### config.mk
export PLATFORM = sky130hd
export DESIGN_NAME = norm_out_collector_flat
export DESIGN_NICKNAME = d
export VERILOG_FILES = /design/src/rtl/tpu_pkg.sv /design/src/rtl/norm_out_collector_if.sv /design/src/rtl/collector_skid_fifo.sv /design/src/rtl/norm_out_collector.sv /design/src/flat_wrapper.sv
export SDC_FILE = /design/constraint.sdc
export NUM_CORES = 1
export LEC_CHECK = 0
export ABC_AREA = 1
export BUFFER_PORTS_ARGS = -buffer_cell sky130_fd_sc_hd__buf_2
export CAP_MARGIN = 20
export CORE_ASPECT_RATIO = 0.5
export CORE_MARGIN = 4
export CORE_UTILIZATION = 40
export CTS_CLUSTER_SIZE = 24
export DETAILED_ROUTE_END_ITERATION = 6
export PLACE_DENSITY = 0.57
export SKIP_LAST_GASP = 1
export SLEW_MARGIN = 15
export SYNTH_ARGS = -nofsm -noshare
export SYNTH_HDL_FRONTEND = slang
export SYNTH_SLANG_ARGS = --single-unit
### constraint.sdc
create_clock -name clk -period 3.9 [get_ports clk]
set_clock_uncertainty 0.15 [all_clocks]
set_input_delay 0.39 -clock clk [delete_from_list [all_inputs] [get_ports clk]]
set_output_delay 0.39 -clock clk [all_outputs]
set_load 0.01 [all_outputs]
### src/rtl/tpu_pkg.sv
// Shared constants, state encoding and helpers for the norm output collector.
// Contents:
//   DESIGN_SIZE / DWIDTH / AWIDTH / MASK_WIDTH - datapath geometry
//   CNT_W / COL_W / ENTRY_W                    - derived widths
//   coll_state_e                               - collector state encoding
//   num_cols_legal()                           - range check for a programmed column count
package tpu_pkg;

  localparam int DESIGN_SIZE = 4;
  localparam int DWIDTH      = 8;
  localparam int AWIDTH      = 10;
  localparam int MASK_WIDTH  = 4;

  localparam int CNT_W   = $clog2(DESIGN_SIZE) + 1;
  localparam int COL_W   = DESIGN_SIZE * DWIDTH;
  localparam int ENTRY_W = COL_W + MASK_WIDTH;

  typedef enum logic [1:0] {
    IDLE    = 2'd0,
    COLLECT = 2'd1,
    DONE    = 2'd2
  } coll_state_e;

  // A run may only be armed with 1..DESIGN_SIZE columns.
  function automatic logic num_cols_legal(input logic [CNT_W-1:0] n);
    return (n != {CNT_W{1'b0}}) && (n <= CNT_W'(DESIGN_SIZE));
  endfunction

endpackage

### src/rtl/norm_out_collector_if.sv
// Column-stream and BRAM write-port bundle of the norm output collector.
// Signals:
//   in_data_available, inp_data, validity_mask - column stream from the norm block
//   bram_ready                                 - BRAM accepts a write this cycle
//   bram_we, bram_be, bram_addr, bram_wdata    - BRAM write port
// Modports:
//   slave  - the collector (consumes columns, drives the BRAM port)
//   master - the environment (produces columns, acts as the BRAM)
interface norm_out_collector_if;
  import tpu_pkg::*;

  logic                  in_data_available;
  logic [COL_W-1:0]      inp_data;
  logic [MASK_WIDTH-1:0] validity_mask;
  logic                  bram_ready;
  logic                  bram_we;
  logic [MASK_WIDTH-1:0] bram_be;
  logic [AWIDTH-1:0]     bram_addr;
  logic [COL_W-1:0]      bram_wdata;

  modport slave (
    input  in_data_available, inp_data, validity_mask, bram_ready,
    output bram_we, bram_be, bram_addr, bram_wdata
  );

  modport master (
    output in_data_available, inp_data, validity_mask, bram_ready,
    input  bram_we, bram_be, bram_addr, bram_wdata
  );

endinterface

### src/rtl/collector_skid_fifo.sv
// Two-entry skid FIFO with a registered head (no write-through bypass).
// Ports:
//   clk, resetn - clock, synchronous active-low reset
//   push_i      - enqueue wdata_i (accepted when not full, or when popping)
//   pop_i       - dequeue the head (ignored when empty)
//   wdata_i     - entry to enqueue
//   full_o      - two entries held
//   empty_o     - no entry held
//   head_o      - oldest entry, zero when empty
module collector_skid_fifo #(
  parameter int WIDTH = 8
) (
  input  logic             clk,
  input  logic             resetn,
  input  logic             push_i,
  input  logic             pop_i,
  input  logic [WIDTH-1:0] wdata_i,
  output logic             full_o,
  output logic             empty_o,
  output logic [WIDTH-1:0] head_o
);

  logic [1:0]       count_q, count_d;
  logic [1:0]       level_s;
  logic [WIDTH-1:0] mem0_q, mem0_d;
  logic [WIDTH-1:0] mem1_q, mem1_d;
  logic             pop_s, push_s;

  assign pop_s  = pop_i && (count_q != 2'd0);
  // A full FIFO still accepts a push when the head leaves in the same cycle.
  assign push_s = push_i && ((count_q != 2'd2) || pop_s);

  // Next-state: pop shifts slot 1 into the head, then push lands in the first free slot.
  always_comb begin
    mem0_d  = mem0_q;
    mem1_d  = mem1_q;
    level_s = count_q;
    count_d = count_q;
    if (pop_s) begin
      mem0_d  = mem1_q;
      mem1_d  = {WIDTH{1'b0}};
      level_s = count_q - 2'd1;
    end else begin
      level_s = count_q;
    end
    if (push_s) begin
      if (level_s == 2'd0) begin
        mem0_d = wdata_i;
      end else begin
        mem1_d = wdata_i;
      end
      count_d = level_s + 2'd1;
    end else begin
      count_d = level_s;
    end
  end

  // Storage and occupancy registers.
  always_ff @(posedge clk) begin
    if (!resetn) begin
      count_q <= 2'd0;
      mem0_q  <= {WIDTH{1'b0}};
      mem1_q  <= {WIDTH{1'b0}};
    end else begin
      count_q <= count_d;
      mem0_q  <= mem0_d;
      mem1_q  <= mem1_d;
    end
  end

  assign full_o  = (count_q == 2'd2);
  assign empty_o = (count_q == 2'd0);
  assign head_o  = mem0_q;

endmodule

### src/rtl/norm_out_collector.sv
// Collects the normalization block's column stream and writes each column to
// the result BRAM at base_addr + k*addr_stride, absorbing BRAM back-pressure
// in a 2-entry skid FIFO (the norm side cannot be stalled).
// Ports:
//   clk, resetn   - clock, synchronous active-low reset
//   start_collect - one-cycle pulse arming a run (IDLE or DONE only)
//   base_addr     - first write address, sampled on start
//   addr_stride   - address increment per column, sampled on start
//   num_cols      - columns expected (1..DESIGN_SIZE), sampled on start
//   bus           - column stream in, BRAM write port out
//   busy          - run in progress
//   done_collect  - held from completion until the next accepted start
//   overflow_err  - sticky, a column was dropped on a full FIFO
module norm_out_collector
  import tpu_pkg::*;
(
  input  logic                 clk,
  input  logic                 resetn,
  input  logic                 start_collect,
  input  logic [AWIDTH-1:0]    base_addr,
  input  logic [AWIDTH-1:0]    addr_stride,
  input  logic [CNT_W-1:0]     num_cols,
  norm_out_collector_if.slave  bus,
  output logic                 busy,
  output logic                 done_collect,
  output logic                 overflow_err
);

  coll_state_e          state_q;
  logic [AWIDTH-1:0]    addr_q;
  logic [AWIDTH-1:0]    stride_q;
  logic [CNT_W-1:0]     num_cols_q;
  logic [CNT_W-1:0]     rx_count_q;
  logic [CNT_W-1:0]     wr_count_q;
  logic [CNT_W-1:0]     drop_count_q;
  logic                 busy_q;
  logic                 done_q;
  logic                 ovf_q;

  logic                 fifo_full_s;
  logic                 fifo_empty_s;
  logic [ENTRY_W-1:0]   head_s;
  logic                 cap_s;
  logic                 pop_s;
  logic                 push_s;
  logic                 drop_s;
  logic                 complete_s;

  // Columns beyond the programmed count are simply not captured.
  assign cap_s  = (state_q == COLLECT) && bus.in_data_available && (rx_count_q < num_cols_q);
  assign pop_s  = (state_q == COLLECT) && !fifo_empty_s && bus.bram_ready;
  assign push_s = cap_s && (!fifo_full_s || pop_s);
  assign drop_s = cap_s && fifo_full_s && !pop_s;

  // Dropped columns count toward completion so a run with overflow still finishes.
  assign complete_s = ({1'b0, wr_count_q} + {1'b0, drop_count_q} == {1'b0, num_cols_q})
                      && fifo_empty_s;

  collector_skid_fifo #(
    .WIDTH (ENTRY_W)
  ) u_fifo (
    .clk     (clk),
    .resetn  (resetn),
    .push_i  (push_s),
    .pop_i   (pop_s),
    .wdata_i ({bus.inp_data, bus.validity_mask}),
    .full_o  (fifo_full_s),
    .empty_o (fifo_empty_s),
    .head_o  (head_s)
  );

  // Collector FSM with run parameters, counters and registered status flags.
  always_ff @(posedge clk) begin
    if (!resetn) begin
      state_q      <= IDLE;
      addr_q       <= {AWIDTH{1'b0}};
      stride_q     <= {AWIDTH{1'b0}};
      num_cols_q   <= {CNT_W{1'b0}};
      rx_count_q   <= {CNT_W{1'b0}};
      wr_count_q   <= {CNT_W{1'b0}};
      drop_count_q <= {CNT_W{1'b0}};
      busy_q       <= 1'b0;
      done_q       <= 1'b0;
      ovf_q        <= 1'b0;
    end else begin
      case (state_q)
        IDLE, DONE: begin
          if (start_collect && num_cols_legal(num_cols)) begin
            state_q      <= COLLECT;
            addr_q       <= base_addr;
            stride_q     <= addr_stride;
            num_cols_q   <= num_cols;
            rx_count_q   <= {CNT_W{1'b0}};
            wr_count_q   <= {CNT_W{1'b0}};
            drop_count_q <= {CNT_W{1'b0}};
            busy_q       <= 1'b1;
            done_q       <= 1'b0;
            ovf_q        <= 1'b0;
          end else begin
            state_q <= state_q;
          end
        end
        COLLECT: begin
          if (push_s || drop_s) begin
            rx_count_q <= rx_count_q + CNT_W'(1);
          end else begin
            rx_count_q <= rx_count_q;
          end
          if (drop_s) begin
            drop_count_q <= drop_count_q + CNT_W'(1);
            ovf_q        <= 1'b1;
          end else begin
            drop_count_q <= drop_count_q;
          end
          // Address wraps modulo 2^AWIDTH by construction.
          if (pop_s) begin
            addr_q     <= addr_q + stride_q;
            wr_count_q <= wr_count_q + CNT_W'(1);
          end else begin
            addr_q     <= addr_q;
          end
          if (complete_s) begin
            state_q <= DONE;
            busy_q  <= 1'b0;
            done_q  <= 1'b1;
          end else begin
            state_q <= COLLECT;
          end
        end
        default: begin
          state_q <= IDLE;
          busy_q  <= 1'b0;
          done_q  <= 1'b0;
        end
      endcase
    end
  end

  assign bus.bram_we    = !fifo_empty_s;
  assign bus.bram_be    = head_s[MASK_WIDTH-1:0];
  assign bus.bram_wdata = head_s[ENTRY_W-1:MASK_WIDTH];
  assign bus.bram_addr  = addr_q;

  assign busy         = busy_q;
  assign done_collect = done_q;
  assign overflow_err = ovf_q;

endmodule

### src/flat_wrapper.sv
// flat-port wrapper written by rule: the top's interface ports become plain ports
module norm_out_collector_flat import tpu_pkg::*;
  (clk, resetn, start_collect, base_addr, addr_stride, num_cols, busy, done_collect, overflow_err, bus_in_data_available, bus_inp_data, bus_validity_mask, bus_bram_ready, bus_bram_we, bus_bram_be, bus_bram_addr, bus_bram_wdata);
  norm_out_collector_if bus_i ();
  input  logic clk;
  input  logic resetn;
  input  logic start_collect;
  input  logic [AWIDTH-1:0] base_addr;
  input  logic [AWIDTH-1:0] addr_stride;
  input  logic [CNT_W-1:0] num_cols;
  output logic busy;
  output logic done_collect;
  output logic overflow_err;
  input wire logic [$bits(bus_i.in_data_available)-1:0] bus_in_data_available;
  input wire logic [$bits(bus_i.inp_data)-1:0] bus_inp_data;
  input wire logic [$bits(bus_i.validity_mask)-1:0] bus_validity_mask;
  input wire logic [$bits(bus_i.bram_ready)-1:0] bus_bram_ready;
  output wire logic [$bits(bus_i.bram_we)-1:0] bus_bram_we;
  output wire logic [$bits(bus_i.bram_be)-1:0] bus_bram_be;
  output wire logic [$bits(bus_i.bram_addr)-1:0] bus_bram_addr;
  output wire logic [$bits(bus_i.bram_wdata)-1:0] bus_bram_wdata;
  assign bus_i.in_data_available = bus_in_data_available;
  assign bus_i.inp_data = bus_inp_data;
  assign bus_i.validity_mask = bus_validity_mask;
  assign bus_i.bram_ready = bus_bram_ready;
  assign bus_bram_we = bus_i.bram_we;
  assign bus_bram_be = bus_i.bram_be;
  assign bus_bram_addr = bus_i.bram_addr;
  assign bus_bram_wdata = bus_i.bram_wdata;
  norm_out_collector u_core (.clk(clk), .resetn(resetn), .start_collect(start_collect), .base_addr(base_addr), .addr_stride(addr_stride), .num_cols(num_cols), .bus(bus_i), .busy(busy), .done_collect(done_collect), .overflow_err(overflow_err));
endmodule
==> metrics <==
Synth cell types 32; Yosys reg bits 111; Setup crit start kind flop; Avg Synthesized Cell Area 6.76 um^2; status finished clean; critical setup path kind reg2reg; RSZ-0062 raised after global routing no; die area 0.0156 mm^2; Hold Buf Count CTS 0; Post-synth ARST share 0%; Fin. Hold Viols 0; PwrDens 391 mW/mm^2; number of global-route vias before repair 4940; Setup violations, final 0; Die Height 90.4 um; ys flop type dfxtp_1; sequential share of the synthesized area 40.9%; Cell Area, Placed 0.00608 mm^2; max cap viols 0; Synth top cells by count nand2_1, nor2_1, o21ai_0, dfxtp_1, inv_1; Critical Path Sink Type flop; Hold Crit Depth 3; Yosys top cell by area dfxtp_1; top-area cell type share of the netlist area 40.9%; clock power share 39.5%; Combinational Power Share 12.4%; Reg power frac 48.1%; post-DR wirelength/cell 12.8 um; final WL 13600 um; GRT overflow 0; gp weighted congestion 0.796; GRT Total Usage 17.3%; Pint 1.82 mW; post-CTS sizing 0; first-pass GRT wire length 23000 um; cell mode on critical path inv_1; Nets 978; TritonCTS buffer count 9; largest net degree at the start of global routing 73; Layout fillers 1347; dpl hpwl 8940 um; Synth Cell Area 0.00543 mm^2; pins over their slew limit 0; DRC 0; Psw 685 uW; Tmin final 2710 ps; via count 5137; fmax 0.368 GHz; Synth area leaders dfxtp_1, o21ai_0, nand2_1, nor2_1, inv_1; CP top delay family simple AND/OR/NAND/NOR gates; Chip Width 173 um; CTS tree done; critical path's slowest cell nor2_4; row count 29; synth warn 0; antenna-violating nets left 0; Pleak 3.09 nW; FF+latch area 0.00222 mm^2; IO buf count 113; Avg Vias per Cell 4.81; initial antenna violation count 0; CTS H-Tree Depth 3; CP max FO 36; clk_lat worst skew 340 ps; top-count cell post-synth nand2_1; Post-Layout Cell Count 1067; clk slew on worst S/H paths 90 ps; Sw Share 27.4%; Placed Cells 1051; multi-input logic area 0.00267 mm^2; final instance area 0.00640 mm^2; max incr delay on CP 680 ps; critical path cell sequence inv_1, ha_1, inv_1, nand3_2, xor2_1, ha_1, inv_1, nor2_4, o21ai_0, nor2_1; core area 0.0130 mm^2; postcts setup bufs 0; Clock Path Buffers 2; CTS Root Cell clkbuf_16; Initial DRC Count 282; worst vdd ir 0.230 mV; Starting Density 41.9%; Clock Sinks 111; Final period util 69.6%; setup TNS 0 ps; CP arrival 2840 ps; Bufs and invs on worst path 3; number of synthesized flops with an enable pin 0; synthesized net count 889; Syn Inst Count 803; Rel. slew slack 43.4%; Hold Crit Class in2reg; share of post-route cells with drive strength above 1 16.3%; first-pass detailed-route iteration total 5; Worst-Margin Slew 848 ps; WP data required 4030 ps; Area Overhead vs Synth 17.9%; Ports 114; n_diodes 0; critical path depth in cells 10; FF-to-FF path depth 10
-- placed cells by master, fill, tap and decap left out, types with 5 or more instances in the layout --
master     synthesis  layout
nand2_1          165     165
o21ai_1            5       5
o21ai_0          136     136
buf_4              0       5
ha_1              20      20
dfxtp_1          111     111
buf_2             15     113
a21oi_1           34      34
clkbuf_16          0       9
inv_1             87      87
nor2_1           147     147
nand3_1           21      21
-- path summary, 6_finish.rpt --
path | start | end | slack, ps
max | u_core.u_fifo.count_q[0] | u_core.u_fifo.head_o[21] | 1190
min | bus_inp_data[10] | u_core.u_fifo.head_o[14] | 120
max reg2reg | u_core.u_fifo.count_q[0] | u_core.u_fifo.head_o[21] | 1190
min reg2reg | u_core.busy | u_core.busy | 310
-- worst reg2reg max path, cell delays in order, from the launching register on --
cell and delay, ps:
dfxtp_1 350, inv_1 60, ha_1 190, inv_1 100, nand3_2 180, xor2_1 280, ha_1 230, inv_1 110
nor2_4 680, o21ai_0 190, nor2_1 130
-- sequential cells by signal, summed over array words and instances (netlist names) --
register and cells:
u_core.rx_count_q 3, u_core.busy 1, u_core.stride_q 10, u_core.num_cols_q 3, u_core.u_fifo.mem1_q 36, u_core.bus.bram_addr 10
u_core.overflow_err 1, u_core.u_fifo.head_o 36, u_core.drop_count_q 3, u_core.state_q 2, u_core.u_fifo.count_q 2, u_core.done_collect 1
u_core.wr_count_q 3
-- routing by layer --
layer | up-vias | share of wire (%) | GRT usage [%] | wire [um]
met5 | - | 0 | 0 | 0
met4 | 0 | 0.35 | 3.05 | 47
met3 | 2 | 4.7 | 4.14 | 639
met2 | 99 | 48 | 31.1 | 6470
met1 | 2323 | 47 | 21.4 | 6440
li1 | 2713 | - | - | -
-- per-stage QoR --
step	worst slack, ps	power [mW]	hold slack [ps]	utilization, %
after floorplan	1510	1.43	297	-
after global placement	1330	1.54	299	46.7
after detailed placement	1180	1.54	301	46.9
after CTS	1140	2.54	109	49.4
after global routing	888	2.63	119	49.4
final	1190	2.50	121	49.4
-- power groups by stage --
stage | Combinational (mW) | Clock, mW | Sequential (mW)
2_1_floorplan | 0.190 | 0 | 1.24
3_3_place_gp | 0.310 | 0 | 1.23
3_5_place_dp | 0.313 | 0 | 1.23
4_1_cts | 0.315 | 1.02 | 1.20
5_1_grt | 0.359 | 1.06 | 1.21
6_report | 0.310 | 0.989 | 1.20
-- final cells by class --
type	count	area share, %
multi-input cells	559	41.7
well taps	170	3.32
repair buffers	119	9.85
clock inverters	7	1.49
clock buffers	9	3.52
flip-flops and latches	111	34.7
inverters	92	5.39
-- cells by family (layout without fill, tap and decap cells) --
kind of cell | after synthesis | count (layout) | synth area share, %
xor gates and xnor gates | 8 | 8 | 1.29
and+or+nand+nor | 348 | 348 | 25.6
DFF | 111 | 111 | 40.9
adders and majority gates | 22 | 22 | 5.35
buffers and inverters | 133 | 227 | 9.89
AOI/OAI and AO/OA | 181 | 181 | 16.9
(Power assumes the default switching activity.)
